**src/rtl/mirfak_muldiv_pkg.sv**
```systemverilog
// Shared encodings for the M-extension sequencer: FSM states, funct3 names
// and the RISC-V divide special-case constants.
package mirfak_muldiv_pkg;

  typedef enum logic [1:0] {
    ST_IDLE     = 2'd0,
    ST_MUL_WAIT = 2'd1,
    ST_DIV_WAIT = 2'd2,
    ST_DONE     = 2'd3
  } state_e;

  localparam logic [2:0] F3_MUL    = 3'b000;
  localparam logic [2:0] F3_MULH   = 3'b001;
  localparam logic [2:0] F3_MULHSU = 3'b010;
  localparam logic [2:0] F3_MULHU  = 3'b011;
  localparam logic [2:0] F3_DIV    = 3'b100;
  localparam logic [2:0] F3_DIVU   = 3'b101;
  localparam logic [2:0] F3_REM    = 3'b110;
  localparam logic [2:0] F3_REMU   = 3'b111;

  localparam logic [31:0] ALL_ONES = 32'hFFFF_FFFF;
  localparam logic [31:0] INT_MIN  = 32'h8000_0000;

endpackage

```
**src/rtl/mirfak_muldiv_fastpath.sv**
```systemverilog
// Combinational resolver for divide-by-zero and signed-overflow divides,
// which have architecturally fixed results and never need the divider.
module mirfak_muldiv_fastpath
  import mirfak_muldiv_pkg::*;
(
  input  logic [2:0]  funct3_i,
  input  logic [31:0] a_i,
  input  logic [31:0] b_i,
  output logic        hit_o,
  output logic [31:0] result_o
);

  always_comb begin
    hit_o    = 1'b0;
    result_o = '0;
    if (b_i == '0) begin
      case (funct3_i)
        F3_DIV, F3_DIVU: begin
          hit_o    = 1'b1;
          result_o = ALL_ONES;
        end
        F3_REM, F3_REMU: begin
          hit_o    = 1'b1;
          result_o = a_i;
        end
        default: ;
      endcase
    end else if (a_i == INT_MIN && b_i == ALL_ONES) begin
      case (funct3_i)
        F3_DIV: begin
          hit_o    = 1'b1;
          result_o = INT_MIN;
        end
        F3_REM: begin
          hit_o    = 1'b1;
          result_o = '0;
        end
        default: ;
      endcase
    end
  end

endmodule

```
**src/rtl/mirfak_muldiv_ctrl.sv**
```systemverilog
// EX-stage sequencer for MUL/DIV: resolves cached and trivial ops locally,
// otherwise dispatches to the multiplier or divider and holds the result for EX/WB.
module mirfak_muldiv_ctrl
  import mirfak_muldiv_pkg::*;
#(
  parameter bit ENABLE_CACHE    = 1'b1,
  parameter bit ENABLE_FASTPATH = 1'b1
) (
  input  logic        clk_i,
  input  logic        rst_i,
  input  logic        op_valid_i,
  input  logic [2:0]  funct3_i,
  input  logic [31:0] op_a_i,
  input  logic [31:0] op_b_i,
  input  logic        advance_i,
  input  logic        abort_i,
  output logic        mult_enable_o,
  output logic [1:0]  mult_cmd_o,
  input  logic        mult_ack_i,
  input  logic [31:0] mult_result_i,
  output logic        div_enable_o,
  output logic [1:0]  div_cmd_o,
  input  logic        div_ack_i,
  input  logic [31:0] div_result_i,
  output logic        unit_abort_o,
  output logic        busy_o,
  output logic [31:0] result_o
);

  state_e      state_q;
  logic [31:0] result_q;

  // Operands of the op currently in a unit; they become the cache entry on ack.
  logic [2:0]  pendF3_q;
  logic [31:0] pendA_q;
  logic [31:0] pendB_q;

  logic        cacheValid_q;
  logic [2:0]  cacheF3_q;
  logic [31:0] cacheA_q;
  logic [31:0] cacheB_q;
  logic [31:0] cacheResult_q;

  logic        fastHitRaw;
  logic [31:0] fastResult;
  logic        fastHit;
  logic        cacheHit;
  logic        inWait;
  logic        waitKill;

  mirfak_muldiv_fastpath u_fastpath (
    .funct3_i (funct3_i),
    .a_i      (op_a_i),
    .b_i      (op_b_i),
    .hit_o    (fastHitRaw),
    .result_o (fastResult)
  );

  assign fastHit  = ENABLE_FASTPATH && fastHitRaw;
  assign cacheHit = ENABLE_CACHE && cacheValid_q && (funct3_i == cacheF3_q) &&
                    (op_a_i == cacheA_q) && (op_b_i == cacheB_q);

  assign inWait   = (state_q == ST_MUL_WAIT) || (state_q == ST_DIV_WAIT);
  // A pipeline clear that drops op_valid mid-operation kills the unit like an abort.
  assign waitKill = inWait && (abort_i || !op_valid_i);

  assign busy_o        = op_valid_i && (state_q != ST_DONE) && !rst_i;
  assign unit_abort_o  = waitKill;
  assign mult_enable_o = (state_q == ST_MUL_WAIT);
  assign div_enable_o  = (state_q == ST_DIV_WAIT);
  assign mult_cmd_o    = mult_enable_o ? pendF3_q[1:0] : 2'b00;
  assign div_cmd_o     = div_enable_o ? pendF3_q[1:0] : 2'b00;
  assign result_o      = result_q;

  always_ff @(posedge clk_i or posedge rst_i) begin
    if (rst_i) begin
      state_q       <= ST_IDLE;
      result_q      <= '0;
      pendF3_q      <= '0;
      pendA_q       <= '0;
      pendB_q       <= '0;
      cacheValid_q  <= 1'b0;
      cacheF3_q     <= '0;
      cacheA_q      <= '0;
      cacheB_q      <= '0;
      cacheResult_q <= '0;
    end else begin
      case (state_q)
        ST_IDLE: begin
          if (op_valid_i && !abort_i) begin
            if (cacheHit) begin
              result_q <= cacheResult_q;
              state_q  <= ST_DONE;
            end else if (fastHit) begin
              result_q <= fastResult;
              state_q  <= ST_DONE;
            end else begin
              pendF3_q <= funct3_i;
              pendA_q  <= op_a_i;
              pendB_q  <= op_b_i;
              state_q  <= funct3_i[2] ? ST_DIV_WAIT : ST_MUL_WAIT;
            end
          end
        end
        ST_MUL_WAIT, ST_DIV_WAIT: begin
          if (waitKill) begin
            state_q <= ST_IDLE;
          end else if ((state_q == ST_MUL_WAIT && mult_ack_i) ||
                       (state_q == ST_DIV_WAIT && div_ack_i)) begin
            result_q      <= (state_q == ST_MUL_WAIT) ? mult_result_i : div_result_i;
            cacheResult_q <= (state_q == ST_MUL_WAIT) ? mult_result_i : div_result_i;
            cacheValid_q  <= 1'b1;
            cacheF3_q     <= pendF3_q;
            cacheA_q      <= pendA_q;
            cacheB_q      <= pendB_q;
            state_q       <= ST_DONE;
          end
        end
        ST_DONE: begin
          if (abort_i || advance_i) begin
            state_q <= ST_IDLE;
          end
        end
        default: state_q <= ST_IDLE;
      endcase
    end
  end

endmodule

```
**config.mk**
```make
export PLATFORM = sky130hd
export DESIGN_NAME = mirfak_muldiv_ctrl
export DESIGN_NICKNAME = d
export VERILOG_FILES = /design/src/rtl/mirfak_muldiv_pkg.sv /design/src/rtl/mirfak_muldiv_fastpath.sv /design/src/rtl/mirfak_muldiv_ctrl.sv
export SDC_FILE = /design/constraint.sdc
export NUM_CORES = 1
export LEC_CHECK = 0
export CORE_AREA = 2 2 136 138
export CTS_CLUSTER_SIZE = 16
export DETAILED_ROUTE_END_ITERATION = 16
export DIE_AREA = 0 0 138 140
export GPL_TIMING_DRIVEN = 1
export PLACE_DENSITY = 0.95
export SYNTH_ARGS = -nofsm -noshare
export SYNTH_HDL_FRONTEND = slang
export SYNTH_SLANG_ARGS = --single-unit
```
**constraint.sdc**
```tcl
create_clock -name clk_i -period 15.45 [get_ports clk_i]
set_input_delay 3.09 -clock clk_i [delete_from_list [all_inputs] [get_ports clk_i]]
set_output_delay 3.09 -clock clk_i [all_outputs]
set_load 0.05 [all_outputs]
```
==> results of run 1 <==
==> metal layers <==
metal | up-vias | track usage
li1 | 3268 | -
met1 | 3829 | 0.371
met2 | 423 | 0.477
met3 | 82 | 0.0745
met4 | 0 | 0.108
met5 | - | 0
==> metrics by stage <==
stage	hold slack [ps]	cell area [sq um]	setup slack, ps
CTS	496	12700	7460
global placement	465	11900	7480
floorplan	450	10000	6880
detailed placement	485	11900	7460
finish	496	12700	7460
global route	515	12700	7430
==> worst register-to-register path: stages (launching register included) <==
cell and delay, ps:
dfrtp_1 430, inv_1 100, ha_2 170, buf_4 480
a22oi_1 310, nor3b_2 790, buf_4 720, mux2_2 480
==> how the worst max path moves through the flow <==
stage                                         end  slack, ps  depth (start not counted)
after floorplan           cacheA_q[0]$_DFFE_PP0P_       6880                          1
after global placement               unit_abort_o       7480                          4
after detailed placement             unit_abort_o       7460                          4
after CTS                            unit_abort_o       7460                          4
after global routing                 unit_abort_o       7430                          4
final                                unit_abort_o       7460                          4
==> flip-flops by register name, summed over array words and instances, names as in the netlist, 3 cells and up <==
name and cells:
cacheA_q 32, cacheB_q 32, cacheF3_q 3, cacheResult_q 32
pendA_q 32, pendB_q 32, pendF3_q 3, result_o 32
==> cells by family after synthesis <==
kind of cell,after synthesis,synth area share
fa+ha+maj,4,0.00501
flops,201,0.503
compound gates,94,0.0747
mux,194,0.226
simple gates,213,0.124
buf+inv,56,0.0267
xor+xnor,47,0.0412
==> final cells by class <==
type | instances | area (sq um) | share of cell area
clock buffers | 31 | 636 | 0.0500
well taps | 229 | 287 | 0.0226
repair buffers | 186 | 1840 | 0.145
inverters | 13 | 56.3 | 0.00443
clock inverters | 9 | 126 | 0.00995
flip-flops and latches | 201 | 5030 | 0.396
multi-input cells | 552 | 4730 | 0.372
==> cell usage in the layout (no fill, tap or decap), types with 3 or more instances in the layout <==
| master | n |
|---|---|
| o2111ai_1 | 7 |
| clkinv_2 | 5 |
| nor2_1 | 37 |
| ha_1 | 3 |
| buf_4 | 9 |
| and4_1 | 3 |
| clkbuf_8 | 3 |
| a21oi_1 | 35 |
| nor2b_1 | 36 |
| xor2_1 | 10 |
| clkbuf_16 | 23 |
| mux2_2 | 132 |
| nand2_1 | 12 |
| a311oi_1 | 3 |
| a221o_1 | 30 |
| bufinv_16 | 3 |
| inv_1 | 12 |
| nand4_1 | 24 |
| mux2_4 | 30 |
| clkdlybuf4s50_1 | 177 |
| nor3_1 | 5 |
| mux2i_1 | 32 |
| nor4_1 | 19 |
| and2_1 | 5 |
| nor4b_1 | 3 |
| nand3_1 | 3 |
| dfrtp_1 | 201 |
| clkbuf_1 | 5 |
| o21ai_0 | 3 |
| xnor2_1 | 37 |
| nand2b_1 | 53 |
==> report_power, final <==
part           switching (mW)  leakage (nW)  internal [mW]  total (mW)
Sequential              0.156          2.46          0.778       0.934
Clock                   0.215         0.379          0.338       0.553
Combinational           0.529          2.46          0.496        1.03
Total                   0.900          5.30           1.61        2.51
==> flow_summary.ini, run 1 <==
[clock_tree]
cts_resized = 0
post_cts_buffers = 0
clockRootBuffer = clkbuf_16
clock-sinks = 201
clk_pin_slew_ps = 60
clock_path_buffers = 3
insertion_delay_ps = 510
cts_hold_buf = 0
htreeDepth = 1
numCtsBuffers = 22
cts_tree = yes

[sta]
tightest_slew_ps = 1260
fin_tns_setup_ps = 0
slew_headroom = 0.159
final-hold-violation-count = 0
finalSetupViolCount = 0
period_share = 0.517
rsz0062_at_grt = no
min_period_ps = 7990
max_freq_mhz = 125
finClkSkew_ps = 29.9
final-max-slew-violation-count = 0

[routing]
wl_met2_mm = 13.6
wl_met3_mm = 2.57
vias = 7602
wl_met1_mm = 10.7
wl_per_cell_um = 22.9
ant_nets = 0
drt_first_pass_iters = 5
routed_wl_mm = 28.0
drtIter0Drc = 576
routed_via_density = 6.23
drc = 0
dr.max_layer_used = met4

[yosys]
synth_top_flop_cell = dfrtp_1
seq_area_frac_synth = 0.503
synth.avg_cell_area_sq_um = 12.4
yosys-top-cells-area = dfrtp_1, mux2_2, mux2_4
synth_edf_count = 0
ys_warn_count = 0
ys_seq_elements = 201
synth_nets = 951
netlist_area_sq_mm = 0.0100
yosys-top-cells-count = dfrtp_1, mux2_2, nand2b_1, nor2_1, xnor2_1
ys_types = 49
yosysMostFrequentCell = dfrtp_1
yosysTopAreaCellShare = 0.503
yosysTopAreaCell = dfrtp_1
synthCells = 809
async_flop_share = 1.00

[worst_setup_path]
reg2reg_from = state_q[1]$_DFFE_PP0P_
path_max_fanout = 7
cpPeakStageDelay_ps = 790
required_ps = 12360
critPathBufInv = 2
crit_top_cell = clkdlybuf4s50_1
crit_slowest_cell = clkdlybuf4s50_1
rr_worst_depth = 7
r2r_slack_ps = 11830
worstSetupPathType = in2out
critical-path-top-delay-family = buffers and inverters
cp-startpoint = abort_i
worstPathCellList = clkdlybuf4s50_1 -> nand2b_1 -> and2_1 -> clkdlybuf4s50_1
rr_endpoint = cacheA_q[3]$_DFFE_PP0P_
cp.arrival_ps = 4900
end_kind = output port
start_kind = input port

[hold_path]
hold_end = cacheA_q[12]$_DFFE_PP0P_
hp-start = pendA_q[12]$_DFFE_PP0P_
hold_depth = 1
hold_class = reg2reg

[outcome]
status = completed

[pwr]
power_density_mw_per_mm2 = 198
vdd_drop_max_uv = 125
p_total_mw = 2.51
leakagePower_nw = 5.30

[grt]
grt_usage = 0.289
overflow = 0
grt_pass1_wl_mm = 44.5
grt_pass1_vias = 7961
antenna_found_initial = 0
grt_max_degree = 129

[layout]
syn2layout_area_growth_pct = 27.1
fillers = 1190
final_nets = 1118
drive_gt1_frac = 0.219
stdcell_count = 1221
final_util = 0.715
diodes = 0

[place]
place_inst = 1181
hpwl_mm = 18.9
globalplace.congestion = 0.907
port_buffers = 177

[die]
core-area_sq_mm = 0.0178
start_util = 0.562
row_count = 49
io_pins = 178
die_x_um = 138
die_h_um = 140
dieArea_sq_mm = 0.0193

[flow_run]
max-cap-violations = 0
(Power assumes the default switching activity.)
==> run 2: changes to the inputs <==
--- a/config.mk
+++ b/config.mk
@@ -5,12 +5,12 @@
 export SDC_FILE = /design/constraint.sdc
 export NUM_CORES = 1
 export LEC_CHECK = 0
-export CORE_AREA = 2 2 136 138
+export CORE_AREA = 2 2 148 150
 export CTS_CLUSTER_SIZE = 16
 export DETAILED_ROUTE_END_ITERATION = 16
-export DIE_AREA = 0 0 138 140
+export DIE_AREA = 0 0 150 152
 export GPL_TIMING_DRIVEN = 1
-export PLACE_DENSITY = 0.95
+export PLACE_DENSITY = 0.87
 export SYNTH_ARGS = -nofsm -noshare
 export SYNTH_HDL_FRONTEND = slang
 export SYNTH_SLANG_ARGS = --single-unit
==> constraint.sdc (replaced) <==
create_clock -name clk_i -period 7.26 [get_ports clk_i]
set_input_delay 1.452 -clock clk_i [delete_from_list [all_inputs] [get_ports clk_i]]
set_output_delay 1.452 -clock clk_i [all_outputs]
set_load 0.05 [all_outputs]
==> run 2 against run 1 <==
Core utilization is 12 points lower. Clock-buffer cell count is 1 higher. Worst setup slack worse by 5000 ps. Combinational power increased by 110%. Cell area decreased by 0.16%. Critical endpoint unchanged. Non-clock buffer count did not move. First-iteration DRC count shrank 8.2%. Cell count increased by 4.1%.
==> flow_summary.ini, run 2 (synthesis results as in run 1) <==
[die]
core-area_sq_mm = 0.0214
die_x_um = 150
row_count = 54
start_util = 0.468
die_h_um = 152
dieArea_sq_mm = 0.0228
io_pins = 178

[outcome]
status = completed

[clock_tree]
clock_path_buffers = 3
numCtsBuffers = 22
clockRootBuffer = clkbuf_16
cts_resized = 0
cts_hold_buf = 0
clock-sinks = 201
clk_pin_slew_ps = 60
htreeDepth = 1
cts_tree = yes
insertion_delay_ps = 510
post_cts_buffers = 0

[routing]
drtIter0Drc = 529
routed_wl_mm = 26.9
routed_via_density = 5.75
ant_nets = 0
drc = 0
vias = 7306
wl_per_cell_um = 21.2
drt_first_pass_iters = 5

[grt]
grt_usage = 0.234
grt_pass1_wl_mm = 42.1
overflow = 0
grt_max_degree = 149
grt_pass1_vias = 7684
antenna_found_initial = 0

[pwr]
leakagePower_nw = 5.26
power_density_mw_per_mm2 = 407
vdd_drop_max_uv = 187

[sta]
slew_headroom = 0.238
finClkSkew_ps = 20.0
tightest_slew_ps = 1140
max_freq_mhz = 210
fin_tns_setup_ps = 0
final-hold-violation-count = 0
finalSetupViolCount = 0
min_period_ps = 4750
final-max-slew-violation-count = 0
fin_hold_ws_ps = 492
period_share = 0.655
rsz0062_at_grt = no

[hold_path]
hold_class = reg2reg
hold_depth = 2
hold_end = cacheB_q[22]$_DFFE_PP0P_
hp-start = pendB_q[22]$_DFFE_PP0P_

[worst_setup_path]
rr_worst_depth = 8
reg2reg_from = cacheB_q[16]$_DFFE_PP0P_
cpPeakStageDelay_ps = 830
crit_top_cell = clkdlybuf4s50_1
worstSetupPathType = in2out
end_kind = output port
rr_endpoint = pendB_q[11]$_DFFE_PP0P_
required_ps = 5810
worstPathCellList = clkdlybuf4s50_1 -> nand2b_1 -> and2_1 -> clkdlybuf4s50_1
start_kind = input port
critical-path-top-delay-family = buffers and inverters
cp.arrival_ps = 3300
r2r_slack_ps = 4030
critPathBufInv = 2
crit_slowest_cell = clkdlybuf4s50_1
path_max_fanout = 7

[layout]
final_common_cell = dfrtp_1
final_cell_mix = dfrtp_1, clkdlybuf4s50_1, mux2_2, nand2b_1
fillers = 1717
multi_input_comb_area_sq_mm = 0.00473
syn2layout_area_growth_pct = 26.9
drive_gt1_frac = 0.217
final_nets = 1118
seq_area_sq_mm = 0.00503
diodes = 0

[flow_run]
max-cap-violations = 0

[place]
port_buffers = 177
globalplace.congestion = 0.923
hpwl_mm = 19.1
run 2: final cells by class:
| type | instances | area share |
|---|---|---|
| Sequential cell | 201 | 0.396 |
| Clock buffer | 32 | 0.0504 |
| Multi-Input combinational cell | 552 | 0.373 |
| Inverter | 13 | 0.00444 |
| Tap cell | 280 | 0.0276 |
| Timing Repair Buffer | 186 | 0.145 |
| Clock inverter | 7 | 0.00306 |
run 2: stage by stage:
step	util	instances	cell area (sq um)	worst slack [ps]	power, mW
floorplan	-	809	10000	326	3.48
global placement	0.562	1232	12000	2450	4.01
detailed placement	0.562	1232	12000	2390	4.11
CTS	0.594	1271	12700	2500	5.17
global route	0.594	1271	12700	2440	5.43
finish	0.594	1271	12700	2510	5.17
run 2: worst max path at each step:
stage | startpoint | to | slack, ps | cells past startpoint
CTS | abort_i | unit_abort_o | 2500 | 4
global route | abort_i | unit_abort_o | 2440 | 4
finish | abort_i | unit_abort_o | 2510 | 4
detailed placement | op_a_i[9] | pendB_q[7]$_DFFE_PP0P_ | 2390 | 9
floorplan | rst_i | cacheA_q[0]$_DFFE_PP0P_ | 330 | 1
global placement | op_a_i[9] | pendB_q[13]$_DFFE_PP0P_ | 2450 | 9
run 2: power by group:
group	total, mW	internal, mW	switching (mW)
registers	1.98	1.66	0.327
clock network	1.05	0.611	0.441
logic	2.13	1.05	1.08
total	5.17	3.32	1.85
run 2: per-layer routing:
metal,part of all wire,wire length [um],track usage
met1,0.42,11300,0.314
met2,0.49,13100,0.387
met3,0.072,1950,0.0429
met4,0.023,627,0.0683
met5,0,0,0
run 2: worst min-delay path, delay by kind of cell, from the launching register on:
family | cells | cell delay [ps]
flip-flops | 1 | 350
AND/OR/NAND/NOR | 1 | 50
AO/OA/AOI/OAI | 1 | 60
